==> src/rtl/counter_arb_if.sv <==
// counter_arb_if: signal bundle between counter_arb and its requesters.
// Optional feature: define COUNTER_ARB_ABORT_EN to add the abort input.
// Signals:
//   req[1:0]        requests, bit i = requester i      (master -> slave)
//   len0, len1      burst lengths, sampled at grant     (master -> slave)
//   abort           cut the running burst short         (master -> slave, optional)
//   grant[1:0]      one-hot owner, 0 when idle          (slave -> master)
//   cnt_en          shared counter enable               (slave -> master)
//   count           shared counter value                (slave -> master)
//   done[1:0]       one-cycle end-of-burst pulse        (slave -> master)
//   busy            arbiter not idle                    (slave -> master)
interface counter_arb_if #(
    parameter int WIDTH = 4,
    parameter int LEN_W = 4
);
    logic [1:0]       req;
    logic [LEN_W-1:0] len0;
    logic [LEN_W-1:0] len1;
    logic [1:0]       grant;
    logic             cnt_en;
    logic [WIDTH-1:0] count;
    logic [1:0]       done;
    logic             busy;
`ifdef COUNTER_ARB_ABORT_EN
    logic             abort;
    modport master (output req, len0, len1, abort, input grant, cnt_en, count, done, busy);
    modport slave  (input req, len0, len1, abort, output grant, cnt_en, count, done, busy);
`else
    modport master (output req, len0, len1, input grant, cnt_en, count, done, busy);
    modport slave  (input req, len0, len1, output grant, cnt_en, count, done, busy);
`endif
endinterface

==> src/rtl/counter_arb.sv <==
// counter_arb: round-robin arbiter granting bursts of a shared counter to two requesters.
// Optional feature: define COUNTER_ARB_ABORT_EN to let bus.abort end a running burst early.
// Ports:
//   clk  rising-edge clock
//   rst  asynchronous active-high reset
//   bus  counter_arb_if.slave (req, len0, len1, [abort] in; grant, cnt_en, count, done, busy out)
module counter_arb #(
    parameter int WIDTH = 4,
    parameter int LEN_W = 4
) (
    input logic         clk,
    input logic         rst,
    counter_arb_if.slave bus
);
    typedef enum logic [1:0] {IDLE, RUN, DONE} state_t;
    state_t           state;
    logic [LEN_W-1:0] remaining;
    logic [WIDTH-1:0] count;
    logic [1:0]       grant;
    logic [1:0]       done;
    logic             ptr;
    logic             run_en;
    logic             win;
    logic [LEN_W-1:0] win_len;
    logic             stop;
    // The pointer only matters on contention; a lone requester always wins.
    always_comb begin
        win     = (bus.req == 2'b11) ? ptr : bus.req[1];
        win_len = win ? bus.len1 : bus.len0;
    end
`ifdef COUNTER_ARB_ABORT_EN
    assign stop = bus.abort;
`else
    assign stop = 1'b0;
`endif
    // Abort must kill the enable in the same cycle, so it gates the registered enable.
    assign bus.cnt_en = run_en & ~stop;
    assign bus.busy   = state != IDLE;
    assign bus.count  = count;
    assign bus.grant  = grant;
    assign bus.done   = done;
    always_ff @(posedge clk or posedge rst) begin
        if (rst) begin
            state     <= IDLE;
            remaining <= '0;
            count     <= '0;
            grant     <= 2'b00;
            done      <= 2'b00;
            ptr       <= 1'b0;
            run_en    <= 1'b0;
        end else begin
            case (state)
                IDLE: if (|bus.req) begin
                    grant     <= win ? 2'b10 : 2'b01;
                    remaining <= win_len;
                    run_en    <= win_len != '0;
                    // A zero-length burst skips RUN and signals done straight away.
                    done      <= (win_len == '0) ? (win ? 2'b10 : 2'b01) : 2'b00;
                    state     <= (win_len != '0) ? RUN : DONE;
                end
                RUN: begin
                    if (bus.cnt_en) count <= count + 1'b1;
                    remaining <= remaining - 1'b1;
                    if (stop || remaining == LEN_W'(1)) begin
                        run_en <= 1'b0;
                        done   <= grant;
                        state  <= DONE;
                    end
                end
                DONE: begin
                    ptr   <= ~grant[1];
                    grant <= 2'b00;
                    done  <= 2'b00;
                    state <= IDLE;
                end
                default: state <= IDLE;
            endcase
        end
    end
endmodule

==> src/flat_wrapper.sv <==
// flat-port wrapper written by rule: the top's interface ports become plain ports
module counter_arb_flat 
#(
    parameter int WIDTH = 4,
    parameter int LEN_W = 4
)
  (clk, rst, bus_req, bus_len0, bus_len1, bus_grant, bus_cnt_en, bus_count, bus_done, bus_busy);
  counter_arb_if #(.WIDTH(WIDTH), .LEN_W(LEN_W)) bus_i ();
  input logic clk;
  input logic rst;
  input wire logic [$bits(bus_i.req)-1:0] bus_req;
  input wire logic [$bits(bus_i.len0)-1:0] bus_len0;
  input wire logic [$bits(bus_i.len1)-1:0] bus_len1;
  output wire logic [$bits(bus_i.grant)-1:0] bus_grant;
  output wire logic [$bits(bus_i.cnt_en)-1:0] bus_cnt_en;
  output wire logic [$bits(bus_i.count)-1:0] bus_count;
  output wire logic [$bits(bus_i.done)-1:0] bus_done;
  output wire logic [$bits(bus_i.busy)-1:0] bus_busy;
  assign bus_i.req = bus_req;
  assign bus_i.len0 = bus_len0;
  assign bus_i.len1 = bus_len1;
  assign bus_grant = bus_i.grant;
  assign bus_cnt_en = bus_i.cnt_en;
  assign bus_count = bus_i.count;
  assign bus_done = bus_i.done;
  assign bus_busy = bus_i.busy;
  counter_arb #(.WIDTH(WIDTH), .LEN_W(LEN_W)) u_core (.clk(clk), .rst(rst), .bus(bus_i));
endmodule
==> config.mk <==
export PLATFORM = sky130hd
export DESIGN_NAME = counter_arb_flat
export DESIGN_NICKNAME = d
export VERILOG_FILES = /design/src/rtl/counter_arb_if.sv /design/src/rtl/counter_arb.sv /design/src/flat_wrapper.sv
export SDC_FILE = /design/constraint.sdc
export NUM_CORES = 1
export LEC_CHECK = 0
export ABC_AREA = 1
export CORE_MARGIN = 3
export CORE_UTILIZATION = 49
export CTS_CLUSTER_SIZE = 8
export DETAILED_ROUTE_END_ITERATION = 7
export PLACE_DENSITY = 0.77
export SLEW_MARGIN = 0
export SYNTH_ARGS = -nofsm -noshare
export SYNTH_HDL_FRONTEND = slang
export SYNTH_SLANG_ARGS = --single-unit
==> constraint.sdc <==
create_clock -name clk -period 2 [get_ports clk]
set_clock_uncertainty 0.1 [all_clocks]
set_input_delay 0.2 -clock clk [delete_from_list [all_inputs] [get_ports clk]]
set_output_delay 0.2 -clock clk [all_outputs]
set_load 0.005 [all_outputs]
==> flow_summary.yaml <==
synthesis:
  avgSynthCellArea_um2: 8.031
  ys_seq_area_share_pct: 38.65
  async_reset_ff_share_pct: 100.0
  synth_seq_cells: 16
  synth.most_common_cell: "nand2_1"
  syn-num-nets: 148
  syn_area_um2: 1036
  syn_inst: 129
  synth_area_leader_cell: "dfrtp_1"
  synth_area_leaders: "dfrtp_1 (39%), nand2_1 (9.1%), ha_1 (8.5%)"
  synth.distinct_cells: 23
  synth_flop_cell: "dfrtp_1"
  yosysWarnings: 0
  netlist.area_leader.share_pct: 38.65
  synth_edf_count: 0
  ys_top_cells_by_count: "nand2_1 (25), inv_1 (18), dfrtp_1 (16), nand3_1 (12), nand2_2 (11)"
floorplan:
  die_width_um: 51.98
  core_area_um2: 1982
  num_rows: 16
  ios: 22
  dieArea_um2: 2702
  die_h_um: 51.98
  initial_core_util_pct: 52.27
finish:
  regArea_um2: 400.4
  drive_gt1_share_pct: 19.48
  fillers: 149
  fin_util_pct: 66.67
  multi_input_area_um2: 544.3
  diodes: 0
  final_cell_area_um2: 1321
  nNetsFinal: 174
  area_growth_pct: 27.54
routing:
  postRouteAntennaNets: 0
  drcViolationCount: 0
  drt-vias-per-instance: 4.796
  num_vias: 868
  postRouteWirelength_mm: 2.036
  dr.pass1.iters: 4
  drt_iter0_markers: 12
  wire_per_inst_um: 11.25
clock_network:
  clock_sinks: 16
  holdBufCountCts: 0
  cts_tree: "built"
  cts-root-buf: "clkbuf_4"
  clk_path_buf_depth: 2
  h-tree-depth: 1
  numCtsBuffers: 3
  clk_latency_ps: 290
  clkSlewWorstSetupHoldPaths_ps: 100
setup_path:
  start_kind: "flop"
  critPathLaunch: "u_core.state[0]"
  required_ps: 1700
  arrival_ps: 1590
  path_max_fanout: 4
  criticalPathCategory: "reg -> out"
  end_kind: "output pin"
  rr_startpoint: "u_core.state[0]"
power_and_ir_drop:
  fin_total_pwr_mw: 2.020
  powerDensity_nw_per_um2: 1529
  p_leak_nw: 0.6527
  ir_drop_v: 0.0007774
placement:
  place_ws_ps: 295.9
  post-dp-hpwl_mm: 1.644
  place.gp.congestion: 0.7408
  port_buffers: 21
  placed_cell_area_um2: 1275
grt:
  grt_start_max_net_pins: 17
  grt-ovfl-total: 0
  antenna_found_initial: 0
  grtUsageTotal_pct: 17.01
  grt_pass1_wl_mm: 3.346
  grt_pass1_vias: 831
sta:
  period_share_pct: 94.52
  worstMarginPinSlew_ps: 627.9
  drv_slew: 0
  rsz0062_at_grt: "no"
  setup_slack_ps: 109.6
  setup_viol_count_final: 0
  period_needed_ps: 1890
  max_freq_ghz: 0.5290
  finalHoldViolCount: 0
  slew_headroom_pct: 58.09
  finalSetupTns_ps: 0
worst_hold_path:
  hold_class: "in -> async"
job:
  maxCapViolCount: 0
outcome:
  status: "finished clean"
[registers in the layout (all words and copies together) (netlist names)]
signal,count
u_core.bus.cnt_en,1
u_core.state,2
u_core.bus.done,2
u_core.remaining,4
u_core.bus.grant,2
u_core.bus.count,4
u_core.ptr,1
[placed cells by master, fill, tap and decap left out, types with 3 or more instances in the layout]
master	synthesis	layout
clkdlybuf4s50_1	0	21
nand2_2	11	11
nand3_1	12	12
dfrtp_1	16	16
clkbuf_4	0	3
inv_1	18	18
nand2_1	25	25
ha_1	7	6
nor2_1	5	5
nand2_4	3	3
o21ai_1	7	7
xnor2_1	3	3
inv_2	3	3
[logic make-up after synthesis]
group           count (synthesis)  synth area share, %
buf+inv                        24                9.057
fa+ha+maj                       7                8.454
flops                          16                38.65
xor+xnor                        5                4.228
compound gates                 15                8.695
simple gates                   62                30.92
[layer usage]
metal / part of all wire [%] / GRT usage [%] / vias to the layer above / routed length (um)
met5: 0 / 0 / - / 0
met4: 1.8 / 9.607 / 0 / 36
met3: 4.2 / 2.865 / 4 / 86
met2: 50 / 31.17 / 21 / 1012
met1: 44 / 18.05 / 386 / 901
li1: - / - / 457 / -
[report_power, final]
part	switching (mW)	leakage [nW]	internal (mW)
Sequential	0.126	0.196	0.487
Combinational	0.641	0.435	0.551
Clock	0.104	0.0210	0.111
Total	0.872	0.653	1.15
[through the flow]
step,hold WS [ps],std cells
2_1_floorplan,13.74,129
3_3_place_gp,362.6,176
3_5_place_dp,360.4,176
4_1_cts,200.2,180
5_1_grt,213.7,181
6_report,184.1,181
[final cells by class]
type | count | area share [%]
inverters | 23 | 6.723
clock buffers | 4 | 2.746
flip-flops and latches | 16 | 30.30
multi-input cells | 89 | 41.19
well taps | 27 | 2.557
repair buffers | 22 | 16.48
[final timing paths]
| kind | end | slack (ps) | depth (start not counted) |
|---|---|---|---|
| worst max-delay path | bus_busy | 110 | 4 |
| worst min-delay path | u_core.remaining[0] | 180 | 2 |
| worst max register to register | u_core.remaining[1] | 220 | 8 |
| worst min register to register | u_core.bus.count[3] | 370 | 1 |
| max in group asynchronous | u_core.bus.done[0] | 1210 | 2 |
| min in group clk | u_core.bus.count[3] | 370 | 1 |
[worst max-delay path: stages, from the launching register on]
cell and delay [ps]:
dfrtp_1 420, inv_1 80, ha_2 220, inv_1 80, clkdlybuf4s50_1 500
[what timing repair did]
action / 4_1_cts / 5_1_grt
hold endpoints to repair: 0 / 0
buffers inserted: 0 / 1
endpoints found under the setup margin: 0 / 1
gates resized for setup: 0 / 1
No activity file was read; power rests on OpenSTA's default activity.
